$ cat src/rtl/bin_cnt_seq.sv
// bin_cnt_seq: 4-bit count controller for the structural binary counter.
// Owns the count register and the IDLE/RUN/DONE control FSM. The block never
// adds on its own; every increment is taken from the external incrementer
// (inc_a -> inc_sum). It adds start/stop, a prescaled tick, synchronous load,
// free-run or one-shot modes and a registered terminal-count pulse.
module bin_cnt_seq #(
    parameter int PRESCALE = 1  // enabled RUN cycles per count tick, 1..16
) (
    input  logic       clk,
    input  logic       rst_n,
    input  logic       start,
    input  logic       stop,
    input  logic       en,
    input  logic       oneshot,
    input  logic       load,
    input  logic [3:0] load_val,
    input  logic [3:0] inc_sum,
    output logic [3:0] inc_a,
    output logic [3:0] cnt,
    output logic       tc,
    output logic       busy,
    output logic       done
);

    typedef enum logic [1:0] {
        IDLE = 2'd0,
        RUN  = 2'd1,
        DONE = 2'd2
    } state_t;

    // Last prescaler phase before a tick; 4 bits cover PRESCALE up to 16.
    localparam logic [3:0] PS_MAX = 4'(PRESCALE - 1);

    state_t     state_q, state_d;
    logic [3:0] cnt_q, cnt_d;
    logic [3:0] presc_q, presc_d;
    logic       mode_q, mode_d;
    logic       tc_q, tc_d;

    // State register: every piece of control state updates on the same edge.
    // NOTE: non-blocking assignments here so all registers sample the
    // pre-edge values computed by the combinational block below.
    always_ff @(posedge clk or negedge rst_n) begin
        if (!rst_n) begin
            state_q <= IDLE;
            cnt_q   <= 4'd0;
            presc_q <= 4'd0;
            mode_q  <= 1'b0;
            tc_q    <= 1'b0;
        end else begin
            state_q <= state_d;
            cnt_q   <= cnt_d;
            presc_q <= presc_d;
            mode_q  <= mode_d;
            tc_q    <= tc_d;
        end
    end

    // Next-state logic, priority load > stop > start > tick.
    always_comb begin
        // NOTE: every output gets a hold/default value first so that no path
        // through the if-chain leaves a variable unassigned (no latches).
        state_d = state_q;
        cnt_d   = cnt_q;
        presc_d = presc_q;
        mode_d  = mode_q;
        tc_d    = 1'b0;

        if (load) begin
            // Load overrides everything; DONE is left so the new value can
            // be counted from after the next start.
            cnt_d   = load_val;
            presc_d = 4'd0;
            if (state_q == DONE) begin
                state_d = IDLE;
            end
        end else if (stop) begin
            // Stop also masks a simultaneous start, even where it is ignored.
            if (state_q == RUN) begin
                state_d = IDLE;
                presc_d = 4'd0;
            end
        end else if (start && (state_q != RUN)) begin
            state_d = RUN;
            presc_d = 4'd0;
            mode_d  = oneshot;
            if (state_q == DONE) begin
                cnt_d = 4'd0;
            end
        end else if ((state_q == RUN) && en) begin
            if (presc_q == PS_MAX) begin
                presc_d = 4'd0;
                if (mode_q && (cnt_q == 4'hF)) begin
                    // One-shot terminal tick: park at 15, incrementer ignored.
                    state_d = DONE;
                    tc_d    = 1'b1;
                end else begin
                    cnt_d = inc_sum;
                    tc_d  = (cnt_q == 4'hF);
                end
            end else begin
                presc_d = presc_q + 4'd1;
            end
        end
    end

    assign inc_a = cnt_q;
    assign cnt   = cnt_q;
    assign tc    = tc_q;
    assign busy  = (state_q == RUN);
    assign done  = (state_q == DONE);

endmodule
$ cat config.mk
export PLATFORM = sky130hd
export DESIGN_NAME = bin_cnt_seq
export DESIGN_NICKNAME = d
export VERILOG_FILES = /design/src/rtl/bin_cnt_seq.sv
export SDC_FILE = /design/constraint.sdc
export NUM_CORES = 1
export LEC_CHECK = 0
export ABC_AREA = 1
export CELL_PAD_IN_SITES_DETAIL_PLACEMENT = 1
export CELL_PAD_IN_SITES_GLOBAL_PLACEMENT = 1
export CORE_ASPECT_RATIO = 1.1
export CORE_MARGIN = 2
export CORE_UTILIZATION = 30
export DETAILED_ROUTE_END_ITERATION = 12
export GPL_ROUTABILITY_DRIVEN = 0
export GPL_TIMING_DRIVEN = 0
export PLACE_DENSITY = 0.8
export SLEW_MARGIN = 0
export SYNTH_ARGS = -nofsm -noshare
export SYNTH_HDL_FRONTEND = slang
export SYNTH_SLANG_ARGS = --single-unit
$ cat constraint.sdc
create_clock -name clk -period 1.8 [get_ports clk]
set_clock_uncertainty 0.1 [all_clocks]
set_input_delay 0.27 -clock clk [delete_from_list [all_inputs] [get_ports clk]]
set_output_delay 0.27 -clock clk [all_outputs]
set_load 0.02 [all_outputs]
==> reports/metrics.csv <==
stage,metric,value,unit
route,vias,829,
grt,grt_util_met3,0.0152,
clocking,clkTransAtPathRegs,0.08,ns
run_status,status,"finished, final reports clean",
critical_path,critical-path-top-delay-family,buffers and inverters,
grt,top_usage_layer,met2,
placed_design,placed_cells,171,
route,postRouteAntennaNets,0,
sta,hold_viol,0,
pwr,vdd_drop_max,410,uV
cells_and_area,layout_common_cells,"43 x nand2_1, 18 x clkdlybuf4s50_1, 14 x nand3_1",
logic_synthesis,synth.yosys.seq_area_share,0.372,
critical_path,crit_fanout,4,
critical_path,cp-start-kind,flip-flop,
logic_synthesis,mappedNetlistNets,133,
cells_and_area,drive_gt1_frac,0.153,
logic_synthesis,avgSynthCellArea,6.96,um^2
grt,grt_max_degree,13,
grt,met2_usage,0.303,
clocking,numCtsBuffers,3,
placed_design,dp_hpwl,1830,um
run,maxCapViolCount,0,
clocking,clock-sinks,12,
grt,antenna_found_initial,0,
grt,grt_pass1_wl,3700,um
route,via_per_inst,4.74,
sta,setup_slack,0.120,ns
die,chipHeight,58.4,um
critical_path,critical_path_class,reg2out,
pwr,powerDensity,850,nW/um^2
cells_and_area,area_growth,40.0,%
sta,fin_crit_sh,0.933,
grt,grt.overflow.total,0,
sta,hold_ws,0.216,ns
critical_path,path_buf_inv,1,
die,fp.dieW,53.5,um
route,routed_wl,2140,um
critical_path,cp_cell_sequence,clkdlybuf4s50_1,
sta,min_period,1.68,ns
route,dr.pass1.iters,4,
sta,slew_headroom,0.607,
critical_path,cp-end-kind,output port,
clocking,htree_num_levels,1,
logic_synthesis,yosysUniqueCellTypes,20,
sta,fin_setup_tns,0,ns
critical_path,slowest_stage,clkdlybuf4s50_1,
critical_path,critPathRequiredTime,1.43,ns
die,dieArea,3120,um^2
cells_and_area,final_cells,175,
die,design.portCount,26,
logic_synthesis,synth_seq_cells,12,
sta,slew_violations,0,
route,drt_first_iter_violations,20,
clocking,hold_buffers,0,
clocking,clkLatencyLatePin,0.28,ns
sta,rsz0062_at_grt,no,
sta,finalSetupViolCount,0,
die,start_util,0.320,
cells_and_area,fin_nets,162,
die,core_area,2520,um^2
critical_path,crit_path_max_incr_delay,0.63,ns
sta,fmax,0.595,GHz
placed_design,portBuffers,24,
placed_design,post-place-ws,0.119,ns
clocking,cts_tree,yes,
grt,track_usage,0.162,
critical_path,arrival,1.31,ns
cells_and_area,post-route-util,0.448,
route,routedWlPerCell,12.3,um
route,drc,0,
sta,tightest_slew,0.588,ns
grt,grt_pass1_vias,892,
pwr,p_leak,0.651,nW
cells_and_area,diodes,0,
logic_synthesis,yosys_warnings,0,
clocking,cts-root-buf,clkbuf_4,
logic_synthesis,syn-cell-area,807,um^2
clocking,cts_buffer_depth,2,
min_path,min_path_type,in2reg,
grt,met1_usage,0.172,
logic_synthesis,syn-instance-count,116,
cells_and_area,final_common_cell,nand2_1,
die,core.rowCount,19,
through the flow:
step | instance area, um^2 | total power [mW]
5_1_grt | 1130 | 1.02
6_report | 1130 | 0.960
4_1_cts | 1120 | 0.980
3_5_place_dp | 1090 | 0.764
3_3_place_gp | 1090 | 0.746
2_1_floorplan | 807 | 0.579
what timing repair did:
action,4_1_cts,5_1_grt
buffers inserted,0,0
endpoints found under the setup margin,2,4
endpoints found under the hold margin,0,0
gates resized for setup,2,4
cell usage after synthesis:
cell / instances / area (um^2)
nand4_1: 2 / 12.5
inv_2: 5 / 18.8
o22ai_1: 1 / 6.26
nand3_1: 14 / 70.1
nor2_1: 7 / 26.3
nand2_1: 43 / 161
o21ai_1: 2 / 10.0
inv_1: 11 / 41.3
a21oi_4: 1 / 16.3
buf_6: 1 / 11.3
dfrtp_1: 12 / 300
ha_1: 2 / 25.0
nor2_2: 1 / 6.26
nand3_2: 1 / 10.0
a21oi_1: 2 / 10.0
buf_4: 4 / 30.0
and3_1: 1 / 6.26
nand2_2: 4 / 25.0
xor2_1: 1 / 8.76
nand2_4: 1 / 11.3
cell type report:
class,count,area [um^2]
repair buffers,24,248
well taps,31,38.8
fillers,332,1390
multi-input cells,83,405
clock buffers,4,36.3
flip-flops and latches,12,300
inverters,16,60.1
plain buffers,5,41.3
cells by family (layout without fill, tap and decap cells):
logic type	Yosys count	after routing	synth area share
and+or+nand+nor	74	74	0.408
buffers and inverters	21	49	0.126
DFF	12	12	0.372
AOI/OAI and AO/OA	6	6	0.0527
adders and majority gates	2	2	0.0310
xor gates and xnor gates	1	1	0.0109
power by group:
| part | total [mW] | internal, mW | switching (mW) |
|---|---|---|---|
| logic | 0.398 | 0.179 | 0.218 |
| clock network | 0.220 | 0.123 | 0.0966 |
| registers | 0.343 | 0.306 | 0.0367 |
| total | 0.960 | 0.609 | 0.352 |
metal layers:
layer	vias to the layer above	wire (um)
met5	-	0
met4	0	41
met3	4	66
met2	19	1180
met1	389	859
li1	417	-
flip-flops by register name, summed over array words and instances (netlist names):
| name | cells |
|---|---|
| cnt | 4 |
| mode_q | 1 |
| presc_q | 4 |
| state_q | 2 |
| tc | 1 |
final timing paths:
check | from | endpoint | slack, ns | cells past startpoint
worst max-delay path | cnt[0] | cnt[0] | 0.12 | 1
worst min register to register | mode_q | mode_q | 0.40 | 2
worst max register to register | presc_q[0] | cnt[0] | 0.28 | 9
worst min-delay path | load | presc_q[2] | 0.22 | 4
min in group asynchronous | rst_n | presc_q[0] | 0.26 | 1
max in group asynchronous | rst_n | cnt[3] | 0.95 | 1
worst min-delay path: cells and delay by family:
kind                   cells  cell delay (ns)
and+or+nand+nor            2             0.11
buffers and inverters      2             0.17
(Power assumes the default switching activity.)
